### src/rtl/sseg_scanner_pkg.sv
`default_nettype none
// ============================================================================
// Module      : sseg_scanner_pkg
// Description : Shared constants for the eight-digit seven-segment scanner:
//               hex-to-segment table, segment bit positions, idle codes.
// Revision    : 1.0 - initial release
// ============================================================================
package sseg_scanner_pkg;

    // Segment bit positions inside the o_sseg byte
    localparam int unsigned SEG_A  = 0;
    localparam int unsigned SEG_B  = 1;
    localparam int unsigned SEG_C  = 2;
    localparam int unsigned SEG_D  = 3;
    localparam int unsigned SEG_E  = 4;
    localparam int unsigned SEG_F  = 5;
    localparam int unsigned SEG_G  = 6;
    localparam int unsigned SEG_DP = 7;

    // All digits dark / all segments dark (active-low outputs)
    localparam logic [7:0] ANODES_OFF = 8'hFF;
    localparam logic [7:0] SEGS_OFF   = 8'hFF;

    // Active-high g..a patterns, entry k is the glyph for hex digit k
    localparam logic [0:15][6:0] HEX_SEG_TABLE = {
        7'h3F, 7'h06, 7'h5B, 7'h4F, 7'h66, 7'h6D, 7'h7D, 7'h07,
        7'h7F, 7'h6F, 7'h77, 7'h7C, 7'h39, 7'h5E, 7'h79, 7'h71
    };

endpackage : sseg_scanner_pkg
`default_nettype wire

### src/rtl/sseg_scanner_hex_to_sseg.sv
`default_nettype none
// ============================================================================
// Module      : hex_to_sseg
// Description : Purely combinational hex nibble to active-high g..a decoder.
// Revision    : 1.0 - initial release
// ============================================================================
module hex_to_sseg
    import sseg_scanner_pkg::*;
(
    input  logic [3:0] hex,
    output logic [6:0] segs
);

    // Table lookup; every nibble value has a glyph so no default is needed
    always_comb begin
        segs = HEX_SEG_TABLE[hex];
    end

endmodule : hex_to_sseg
`default_nettype wire

### src/rtl/sseg_scanner.sv
`default_nettype none
// ============================================================================
// Module      : sseg_scanner
// Description : Time-multiplexed driver for eight common-anode hex digits.
//               A prescaler advances a digit index; the displayed word and
//               decimal points are captured once per frame so a frame never
//               mixes two input words.
// Revision    : 1.0 - initial release
// ============================================================================
module sseg_scanner
    import sseg_scanner_pkg::*;
#(
    parameter int unsigned REFRESH_DIV = 100000,
    parameter int unsigned BLANK_LZ    = 0
) (
    input  logic        i_clk,
    input  logic        i_reset_n,
    input  logic [31:0] i_value,
    input  logic [7:0]  i_dp,
    input  logic        i_en,
    output logic [7:0]  o_an,
    output logic [7:0]  o_sseg
);

    localparam int unsigned            PRESC_W   = $clog2(REFRESH_DIV);
    localparam logic [PRESC_W-1:0]     PRESC_MAX = PRESC_W'(REFRESH_DIV - 1);
    localparam logic [2:0]             LAST_DIG  = 3'd7;

    logic [PRESC_W-1:0] r_prescaler;
    logic [2:0]         r_index;
    logic [31:0]        r_snap_value;
    logic [7:0]         r_snap_dp;
    logic               r_load_pending;

    logic               w_tick;
    logic               w_frame_end;
    logic [31:0]        w_shifted;
    logic [3:0]         w_nibble;
    logic               w_upper_zero;
    logic               w_blank;
    logic [6:0]         w_segs;

    assign w_tick      = (r_prescaler == PRESC_MAX);
    assign w_frame_end = w_tick && (r_index == LAST_DIG);

    // Current digit's nibble and whether it and every higher nibble are zero
    assign w_shifted    = r_snap_value >> {r_index, 2'b00};
    assign w_nibble     = w_shifted[3:0];
    assign w_upper_zero = (w_shifted == 32'd0);
    assign w_blank      = (BLANK_LZ != 0) && (r_index != 3'd0) && w_upper_zero;

    hex_to_sseg u_hex_to_sseg (
        .hex  (w_nibble),
        .segs (w_segs)
    );

    // Free-running prescaler and digit index; they keep going while disabled
    always_ff @(posedge i_clk or negedge i_reset_n) begin
        if (!i_reset_n) begin
            r_prescaler <= '0;
            r_index     <= 3'd0;
        end else begin
            r_prescaler <= w_tick ? '0 : r_prescaler + 1'b1;
            if (w_tick) begin
                r_index <= r_index + 3'd1;
            end
        end
    end

    // Frame snapshot: loaded right after reset and at each 7->0 wrap
    always_ff @(posedge i_clk or negedge i_reset_n) begin
        if (!i_reset_n) begin
            r_snap_value   <= 32'd0;
            r_snap_dp      <= 8'd0;
            r_load_pending <= 1'b1;
        end else begin
            r_load_pending <= 1'b0;
            if (r_load_pending || w_frame_end) begin
                r_snap_value <= i_value;
                r_snap_dp    <= i_dp;
            end
        end
    end

    // Registered drive of anodes and segments from the current index/snapshot
    always_ff @(posedge i_clk or negedge i_reset_n) begin
        if (!i_reset_n) begin
            o_an   <= ANODES_OFF;
            o_sseg <= SEGS_OFF;
        end else if (i_en) begin
            o_an           <= ~(8'b0000_0001 << r_index);
            o_sseg[SEG_DP] <= ~r_snap_dp[r_index];
            o_sseg[6:0]    <= w_blank ? SEGS_OFF[6:0] : ~w_segs;
        end else begin
            o_an   <= ANODES_OFF;
            o_sseg <= SEGS_OFF;
        end
    end

endmodule : sseg_scanner
`default_nettype wire

### config.mk
export PLATFORM = sky130hd
export DESIGN_NAME = sseg_scanner
export DESIGN_NICKNAME = d
export VERILOG_FILES = /design/src/rtl/sseg_scanner_pkg.sv /design/src/rtl/sseg_scanner_hex_to_sseg.sv /design/src/rtl/sseg_scanner.sv
export SDC_FILE = /design/constraint.sdc
export NUM_CORES = 1
export LEC_CHECK = 0
export CORE_ASPECT_RATIO = 0.8
export CORE_MARGIN = 2
export CORE_UTILIZATION = 47
export DETAILED_ROUTE_END_ITERATION = 8
export GPL_TIMING_DRIVEN = 0
export HOLD_SLACK_MARGIN = 0.12
export PLACE_DENSITY = 0.79
export SYNTH_ARGS = -nofsm -noshare
export SYNTH_HDL_FRONTEND = slang
export SYNTH_SLANG_ARGS = --single-unit
### constraint.sdc
create_clock -name i_clk -period 3.01 [get_ports i_clk]
set_input_delay 0.903 -clock i_clk [delete_from_list [all_inputs] [get_ports i_clk]]
set_output_delay 0.903 -clock i_clk [all_outputs]
set_load 0.02 [all_outputs]
# ---- After elaboration in Yosys (flattened, before gate mapping)
# Memory sizes are Yosys's and may differ from the RTL's.
# Cells that the tools add are included.
# Widths: inputs -> output; s select.
dict set report op_classes {
  n_eq_ne 2
  muxes 7
  n_lt_le_gt_ge 2
  shift 2
  n_addsub 2
  bitwise 4
  reduce_logical 2
}
# op n
set ops {}
lappend ops {{$shr 32x5->4} 1}
lappend ops {{$add 17x1->17 const B} 1}
lappend ops {{$eq 17x17->1 const B} 1}
lappend ops {{$mux 17} 1}
lappend ops {{$mux 8} 2}
lappend ops {{$mux 7} 2}
lappend ops {{$not 8->8} 1}
lappend ops {{$shl 1x3->8 const A} 1}
lappend ops {{$not 7->7} 1}
lappend ops {{$ge 5x5->1 const B} 1}
lappend ops {{$not 4->5} 1}
lappend ops {{$lt 3x4->1 const B} 1}
lappend ops {{$add 3x1->3 const B} 1}
lappend ops {{$bmux 1 s3} 1}
lappend ops {{$eq 3x3->1 const B} 1}
lappend ops {{$logic_and 1x1->1} 1}
lappend ops {{$logic_or 1x1->1} 1}
lappend ops {{$mux 1} 1}
lappend ops {{$not 1->1} 1}
dict set report word_totals {
  inputBits 43
  memories 1
  mem_bits_ro 112
  regBits 77
  output_inout_bits 16
  wordCells 29
}
# memory depth word_bits read_ports rd_ports_with_merged_regs wr line_no
set mem_list {}
lappend mem_list {{(no name shown)} 16 7 1 0 0 sseg_scanner_hex_to_sseg.sv:16} ;# segs = HEX_SEG_TABLE[hex];

# ---- Logic depth before layout (Yosys ltp)
# Gate-level depths: netlist (run 1).
dict set report depth {
  ltp_word 7
  ltp_mapped 8
  mapped_depth_nobuf 6
}

# ---- Modules after synthesis
# From an unflattened synthesis (run 1), not the netlist that was laid out.
dict set report unflattened {
  cells_unflattened 279
  hier_area_um2 3788.6
}
# mod area_per_inst_um2 cells_per_inst n_inst
set modules_own_cells {}
lappend modules_own_cells {sseg_scanner 3505.9 246 1}
lappend modules_own_cells {hex_to_sseg 282.8 33 1}

# ---- Worst setup path after synthesis (run 1)
# No wires, ideal clock.
dict set report synth_path {
  kind {reg2reg}
  from {reg r_index[0]}
  to {reg o_sseg[2]}
  path_buffers 2
  arrival_time_ns 2.170
  setup_slack_ns 0.730
  synth_period_minus_slack_ns 2.280
  required_time_ns 2.899
  stages_incl_launch_ff 8
  setup_time_ns 0.111
  path_cell_list {dfrtp_1 -> buf_6 -> buf_12 -> mux4_1 -> mux2i_1 -> inv_1 -> ha_1 -> o311ai_0}
}
dict set report synth_between {
  elab_chain_len 7
}
# element line_no
set synth_lines {}
lappend synth_lines {{from (decl)} sseg_scanner.sv:30} ;# logic [2:0] r_index;
lappend synth_lines {{from (signal assigned)} sseg_scanner.sv:65} ;# r_index <= r_index + 3'd1;
lappend synth_lines {{$shr 32x5->4} sseg_scanner.sv:47} ;# assign w_shifted = r_snap_value >> {r_index, 2'b00};
lappend synth_lines {{$not 4->5 (not written as such)} sseg_scanner_hex_to_sseg.sv:16}
lappend synth_lines {{$mem_v2 16x7} --}
lappend synth_lines {{$mux 7 (not written as such) (2 in series)} sseg_scanner_hex_to_sseg.sv:16}
lappend synth_lines {{$not 7->7} sseg_scanner.sv:93} ;# o_sseg[6:0] <= w_blank ? SEGS_OFF[6:0] : ~w_segs;
lappend synth_lines {{$mux 8} sseg_scanner.sv:90} ;# end else if (i_en) begin
lappend synth_lines {{to (signal, indexed assignment)} sseg_scanner.sv:92} ;# o_sseg[SEG_DP] <= ~r_snap_dp[r_index];
lappend synth_lines {{to (signal assigned)} sseg_scanner.sv:93}
lappend synth_lines {{to (decl)} sseg_scanner.sv:22} ;# output logic [7:0] o_sseg
# No other way between the ends. The select of a mux whose other input is x is not followed.
# A chain may end at the register's enable or synchronous reset.

# ---- Worst setup path in the final report (run 1)
# Ends and elaborated chain as after synthesis.

==> results of run 1 <==
## sequential cells by signal, indices dropped and copies added, names as in the netlist
| signal | count |
|---|---|
| r_index | 3 |
| r_snap_value | 32 |
| o_an | 8 |
| r_snap_dp | 8 |
| r_load_pending | 1 |
| o_sseg | 8 |
| r_prescaler | 17 |
## power by group
part | switching [mW] | leakage, nW | internal [mW] | total (mW)
registers | 0.0351 | 0.910 | 1.11 | 1.15
logic | 0.132 | 1.08 | 0.205 | 0.337
clock network | 0.379 | 0.0880 | 0.318 | 0.697
total | 0.546 | 2.08 | 1.64 | 2.18
## worst max-delay path: stages (launching register included)
cell and delay [ps]:
dfrtp_1 400, buf_6 150, buf_12 140, mux4_1 580, mux2i_1 450, inv_1 160
ha_1 290, o311ai_0 360
## cell type report
cell class	count	area, µm²
Buffer	14	125.1
Clock buffer	10	137.6
Clock inverter	6	38.79
Fill cell	629	3167
Inverter	8	30.03
Multi-Input combinational cell	163	1694
Sequential cell	77	1948
Tap cell	108	135.1
Timing Repair Buffer	59	598.1
## how the worst max path moves through the flow
stage                                  to  slack [ps]
after global routing            o_sseg[2]         170
after CTS                       o_sseg[2]         370
after floorplan                 o_sseg[2]         730
after detailed placement        o_sseg[2]         380
final                           o_sseg[2]         370
after global placement    r_prescaler[13]       -1490
## metrics by stage
| step | worst slack, ps | cell area (µm²) |
|---|---|---|
| 2_1_floorplan | 729.5 | 3797 |
| 3_3_place_gp | -1491 | 4513 |
| 3_5_place_dp | 384.1 | 4531 |
| 4_1_cts | 368.0 | 4707 |
| 5_1_grt | 166.0 | 4707 |
| 6_report | 374.6 | 4707 |
## layer usage
layer,GRT usage,vias up,part of all wire
met5,0,-,0
met4,0.04054,0,0.0045
met3,0.06832,4,0.062
met2,0.2579,70,0.45
met1,0.2551,1128,0.49
li1,-,1076,-
## cells in the mapped netlist (5+ instances only)
| cell | instances |
|---|---|
| dfrtp_1 | 60 |
| mux2_4 | 40 |
| nand2_1 | 18 |
| dfstp_2 | 17 |
| mux2i_1 | 15 |
| ha_1 | 13 |
| nor2_1 | 10 |
| inv_1 | 8 |
| nand3_1 | 8 |
| xor2_1 | 8 |
| buf_6 | 6 |
| mux4_1 | 6 |
| xnor2_1 | 6 |
| nand4_1 | 5 |
## layout by cell type, fill, tap and decap left out, types with 3 or more instances in the layout
cell type | Yosys | layout
nand3_1 | 8 | 8
mux4_2 | 3 | 3
buf_4 | 2 | 3
dfstp_2 | 17 | 17
clkinv_2 | 0 | 3
buf_2 | 3 | 3
nand2_1 | 18 | 18
dfrtp_1 | 60 | 60
mux2i_1 | 15 | 15
xor2_1 | 8 | 8
inv_1 | 8 | 8
buf_6 | 6 | 6
nor2b_1 | 3 | 3
nand4_1 | 5 | 5
clkdlybuf4s50_1 | 0 | 57
mux4_1 | 6 | 6
clkbuf_8 | 0 | 10
ha_1 | 13 | 13
nor2_1 | 10 | 10
mux2_4 | 40 | 40
xnor2_1 | 6 | 6
## cell families (layout without fill, tap and decap cells)
group,Yosys count,in the layout,share of synthesized area
adder cells (fa/ha/maj),13,13,0.04283
AO/OA/AOI/OAI,13,13,0.03031
AND/OR/NAND/NOR,57,57,0.07974
XOR/XNOR,14,14,0.03229
flip-flops,77,77,0.5130
multiplexers,65,65,0.2600
other,1,1,0.0009875
buffers and inverters,22,97,0.04085
==> impl_metrics.csv, run 1 <==
group,metric,value,unit
finish,instances_no_fill,445,
sta,hold_viol,0,
die,initial_core_util,0.4823,
finish,drive_gt1_frac,0.2789,
sta,tightest_slew,793.3,ps
power_and_ir_drop,power,2.182,mW
clocking,post_cts_buffers,0,
worst_setup_path,end_kind,"register",
worst_setup_path,startpoint,"r_index[0]",
clocking,numCtsBuffers,9,
sta,slew_viol_final,0,
drt,routed_wl,7062,µm
placement,hpwl,5199,µm
job,max_cap_violations,0,
clocking,postCtsHoldBufs,0,
worst_setup_path,cp.arrival,2870,ps
finish,antenna_cells,0,
worst_setup_path,reg2reg_depth,7,
min_path,hold_path_class,"reg -> reg",
drt,ant_nets,0,
sta,fin_skew,6.681,ps
sta,fin_crit_sh,0.8755,
power_and_ir_drop,power_density,463.6,nW/µm²
logic_synthesis,syn-instance-count,262,
logic_synthesis,yosys_warnings,0,
sta,fmax,379.5,MHz
die,die_area,8819,µm²
global_routing,grtUsageTotal,0.1780,
worst_setup_path,crit_fanout,10,
finish,fin_util,0.5978,
power_and_ir_drop,ir_drop,0.2530,mV
worst_setup_path,critPathLaunchType,"register",
worst_setup_path,reg2reg_from,"r_index[0]",
die,die_x,104.5,µm
min_path,hold_path_depth,1,
logic_synthesis,ys_seq_area_frac,0.5130,
clocking,clock_sinks,77,
drt,wire_per_inst,15.87,µm
worst_setup_path,critPathKind,"reg -> reg",
clocking,clkSlewWorstSetupHoldPaths,80,ps
clocking,cts_tree,"done",
power_and_ir_drop,leakage,2.077,nW
placement,placedCellCount,429,
die,core_area,7874,µm²
clocking,h-tree-depth,3,
clocking,clock_path_buffers,2,
sta,relSlewSlack,0.4662,
logic_synthesis,synthDistinctLibCells,41,
global_routing,grt_max_degree,42,
logic_synthesis,synth.area.top_cells,"dfrtp_1, mux2_4, dfstp_2",
die,fp.dieH,84.40,µm
logic_synthesis,syn_nets,318,
die,num_rows,29,
global_routing,overflow,0,
min_path,holdCritStartpoint,"r_prescaler[0]",
drt,via_per_inst,5.119,
global_routing,antenna_found_initial,0,
logic_synthesis,syn_area_per_cell,14.49,µm²
status,status,"completed",
min_path,min_to,"r_prescaler[0]",
logic_synthesis,synth_edf_count,0,
worst_setup_path,r2r_setup_slack,370,ps
global_routing,grt_pass1_vias,2359,
clocking,worstSkewPairLatency,350,ps
logic_synthesis,synthArstFlopShare,1.000,
logic_synthesis,synth_top_area_frac,0.3954,
placement,portBuffers,58,
die,boundaryPins,59,
finish,area_growth,23.95,%
sta,finalSetupViolCount,0,
drt,drc_errors,0,
clocking,ctsResizeCount,0,
sta,rsz0062_at_grt,"no",
logic_synthesis,synth-seq-cells,77,
drt,route.vias.total,2278,
logic_synthesis,ys.flop_type,"dfrtp_1",
sta,setup_tns,0,ps
logic_synthesis,synth_top_cell_by_area,"dfrtp_1",
sta,whs,488.0,ps
placement,place_congestion,0.7468,
finish,fin_nets,388,
drt,dr.pass1.iters,4,
clocking,cts_root_buf,"clkbuf_8",
global_routing,grt_pass1_wl,12160,µm
logic_synthesis,netlist_area,3797,µm²
worst_setup_path,r2r-end,"o_sseg[2]",
drt,drtIter0Drc,96,
sta,finalCriticalPeriod,2635,ps
worst_setup_path,required,3250,ps
(Power assumes the default switching activity.)
==> inputs of run 2 (changes only) <==
==> constraint.sdc (replaced) <==
create_clock -name i_clk -period 2.5 [get_ports i_clk]
set_input_delay 0.75 -clock i_clk [delete_from_list [all_inputs] [get_ports i_clk]]
set_output_delay 0.75 -clock i_clk [all_outputs]
set_load 0.02 [all_outputs]
==> impl_metrics.csv, run 2 (synthesized netlist as in run 1, its figures left out) <==
group,metric,value,unit
job,max_cap_violations,0,
worst_setup_path,reg2reg_depth,7,
power_and_ir_drop,leakage,2.080,nW
power_and_ir_drop,power_density,555.8,nW/µm²
drt,route.vias.total,2276,
finish,fill_cells,622,
worst_setup_path,required,2780,ps
sta,fin_crit_sh,0.9526,
sta,slew_viol_final,0,
die,core_area,7874,µm²
placement,place_congestion,0.7468,
clocking,clock_sinks,77,
finish,antenna_cells,0,
drt,ant_nets,0,
clocking,postCtsHoldBufs,0,
sta,finalCriticalPeriod,2382,ps
worst_setup_path,critPathLaunchType,"register",
drt,routed_wl,7181,µm
global_routing,grt_pass1_wl,12210,µm
finish,regArea,1948,µm²
finish,regMostFlops,"r_snap_value",
clocking,cts_tree,"done",
die,initial_core_util,0.4823,
finish,fin_util,0.6019,
sta,finalSetupViolCount,0,
worst_setup_path,cp.arrival,2660,ps
global_routing,grtUsageTotal,0.1787,
clocking,worstSkewPairLatency,350,ps
power_and_ir_drop,clock_power_share,0.319,
global_routing,grt_pass1_vias,2368,
sta,fin_skew,7.090,ps
clocking,numCtsBuffers,9,
sta,tightest_slew,539.6,ps
power_and_ir_drop,power_frac_seq,0.525,
power_and_ir_drop,switchingPower,0.6606,mW
die,num_rows,29,
sta,relSlewSlack,0.6372,
clocking,h-tree-depth,3,
worst_setup_path,end_kind,"register",
placement,hpwl,5199,µm
clocking,clock_path_buffers,2,
power_and_ir_drop,pwr-share-comb,0.157,
finish,largest_reg_flops,32,
finish,area_growth,24.81,%
die,boundaryPins,59,
die,die_x,104.5,µm
placement,placedCellCount,429,
drt,wire_per_inst,16.14,µm
drt,drtIter0Drc,99,
finish,multiInputGateArea,1725,µm²
sta,hold_viol,0,
clocking,cts_root_buf,"clkbuf_8",
clocking,clkSlewWorstSetupHoldPaths,80,ps
status,status,"completed",
global_routing,overflow,0,
finish,layout.cell_area.non_filler,4740,µm²
drt,via_per_inst,5.115,
finish,instances_no_fill,445,
drt,dr.pass1.iters,4,
finish,final_common_cell,"dfrtp_1",
global_routing,grt_max_degree,42,
die,fp.dieH,84.40,µm
drt,drc_errors,0,
worst_setup_path,critPathKind,"reg -> reg",
placement,portBuffers,58,
worst_setup_path,crit_fanout,10,
die,die_area,8819,µm²
worst_setup_path,crit_chain,"buf_6 > buf_12 > mux4_1 > mux2i_4 > inv_1 > ha_1 > a221o_1",
placement,postPlaceCellArea,4531,µm²
min_path,hold_path_class,"in -> async",
power_and_ir_drop,internal_power,1.974,mW
worst_setup_path,slowest_delay,630,ps
power_and_ir_drop,ir_drop,0.3046,mV
sta,rsz0062_at_grt,"no",
worst_setup_path,slowest_stage,"mux4_1",
sta,fmax,419.9,MHz
finish,fin_nets,388,
clocking,post_cts_buffers,0,
finish,final_cell_mix,"dfrtp_1, clkdlybuf4s50_1, mux2_4",
global_routing,antenna_found_initial,0,
power_and_ir_drop,p_sw_frac,0.2508,
finish,reg_top3,"r_snap_value x32, r_prescaler x17",
finish,drive_gt1_frac,0.2908,
==> run 2: power by group through the flow <==
stage	sequential [mW]	combinational, mW	clock, mW
floorplan	1.41	0.224	0
global placement	1.40	0.395	0
detailed placement	1.40	0.409	0
CTS	1.38	0.414	0.863
global route	1.39	0.446	0.910
finish	1.38	0.412	0.839
==> run 2: layout make-up <==
class	count	area share
buffer	14	0.02666
clock buffer	10	0.02904
clock inverter	6	0.008184
inverter	8	0.006336
multi-input combinational	163	0.3640
sequential	77	0.4110
tap	108	0.02851
timing repair buffer	59	0.1262
==> run 2: worst paths after layout <==
kind                                start             end  slack, ps
setup reg to reg               r_index[0]       o_sseg[4]        120
max in group asynchronous       i_reset_n         o_an[4]       1500
hold / removal                  i_reset_n    r_snap_dp[7]        360
hold reg to reg            r_prescaler[0]  r_prescaler[0]        490
min in group i_clk         r_prescaler[0]  r_prescaler[0]        490
setup / recovery               r_index[0]       o_sseg[4]        120
==> run 2: repair_timing <==
action	4_1_cts	5_1_grt
setup endpoints to repair	3	9
gates resized for setup	2	6
gates cloned	0	0
==> run 2: routing by layer <==
metal	GRT usage	up-vias	part of all wire	wire length [µm]
li1	-	1077	-	-
met1	0.2547	1121	0.48	3457
met2	0.2608	72	0.45	3230
met3	0.06832	6	0.061	437
met4	0.04054	0	0.0077	55
met5	0	-	0	0
==> run 2: worst max-delay path: cells and delay by family, from the launching register on <==
| family | cells | cell delay (ps) |
|---|---|---|
| compound gates | 1 | 350 |
| fa+ha+maj | 1 | 270 |
| buf+inv | 3 | 410 |
| flops | 1 | 400 |
| mux | 2 | 880 |
==> run 2: through the flow <==
stage,power (mW),worst slack (ps),hold slack (ps),TNS (ps)
final,2.634,118.5,356.7,0
after global routing,2.748,18.31,376.6,0
after CTS,2.658,0.3053,360.3,0
after detailed placement,1.814,-125.9,476.7,-234.4
after global placement,1.795,-1848,466.9,-127730
after floorplan,1.637,219.5,446.4,0
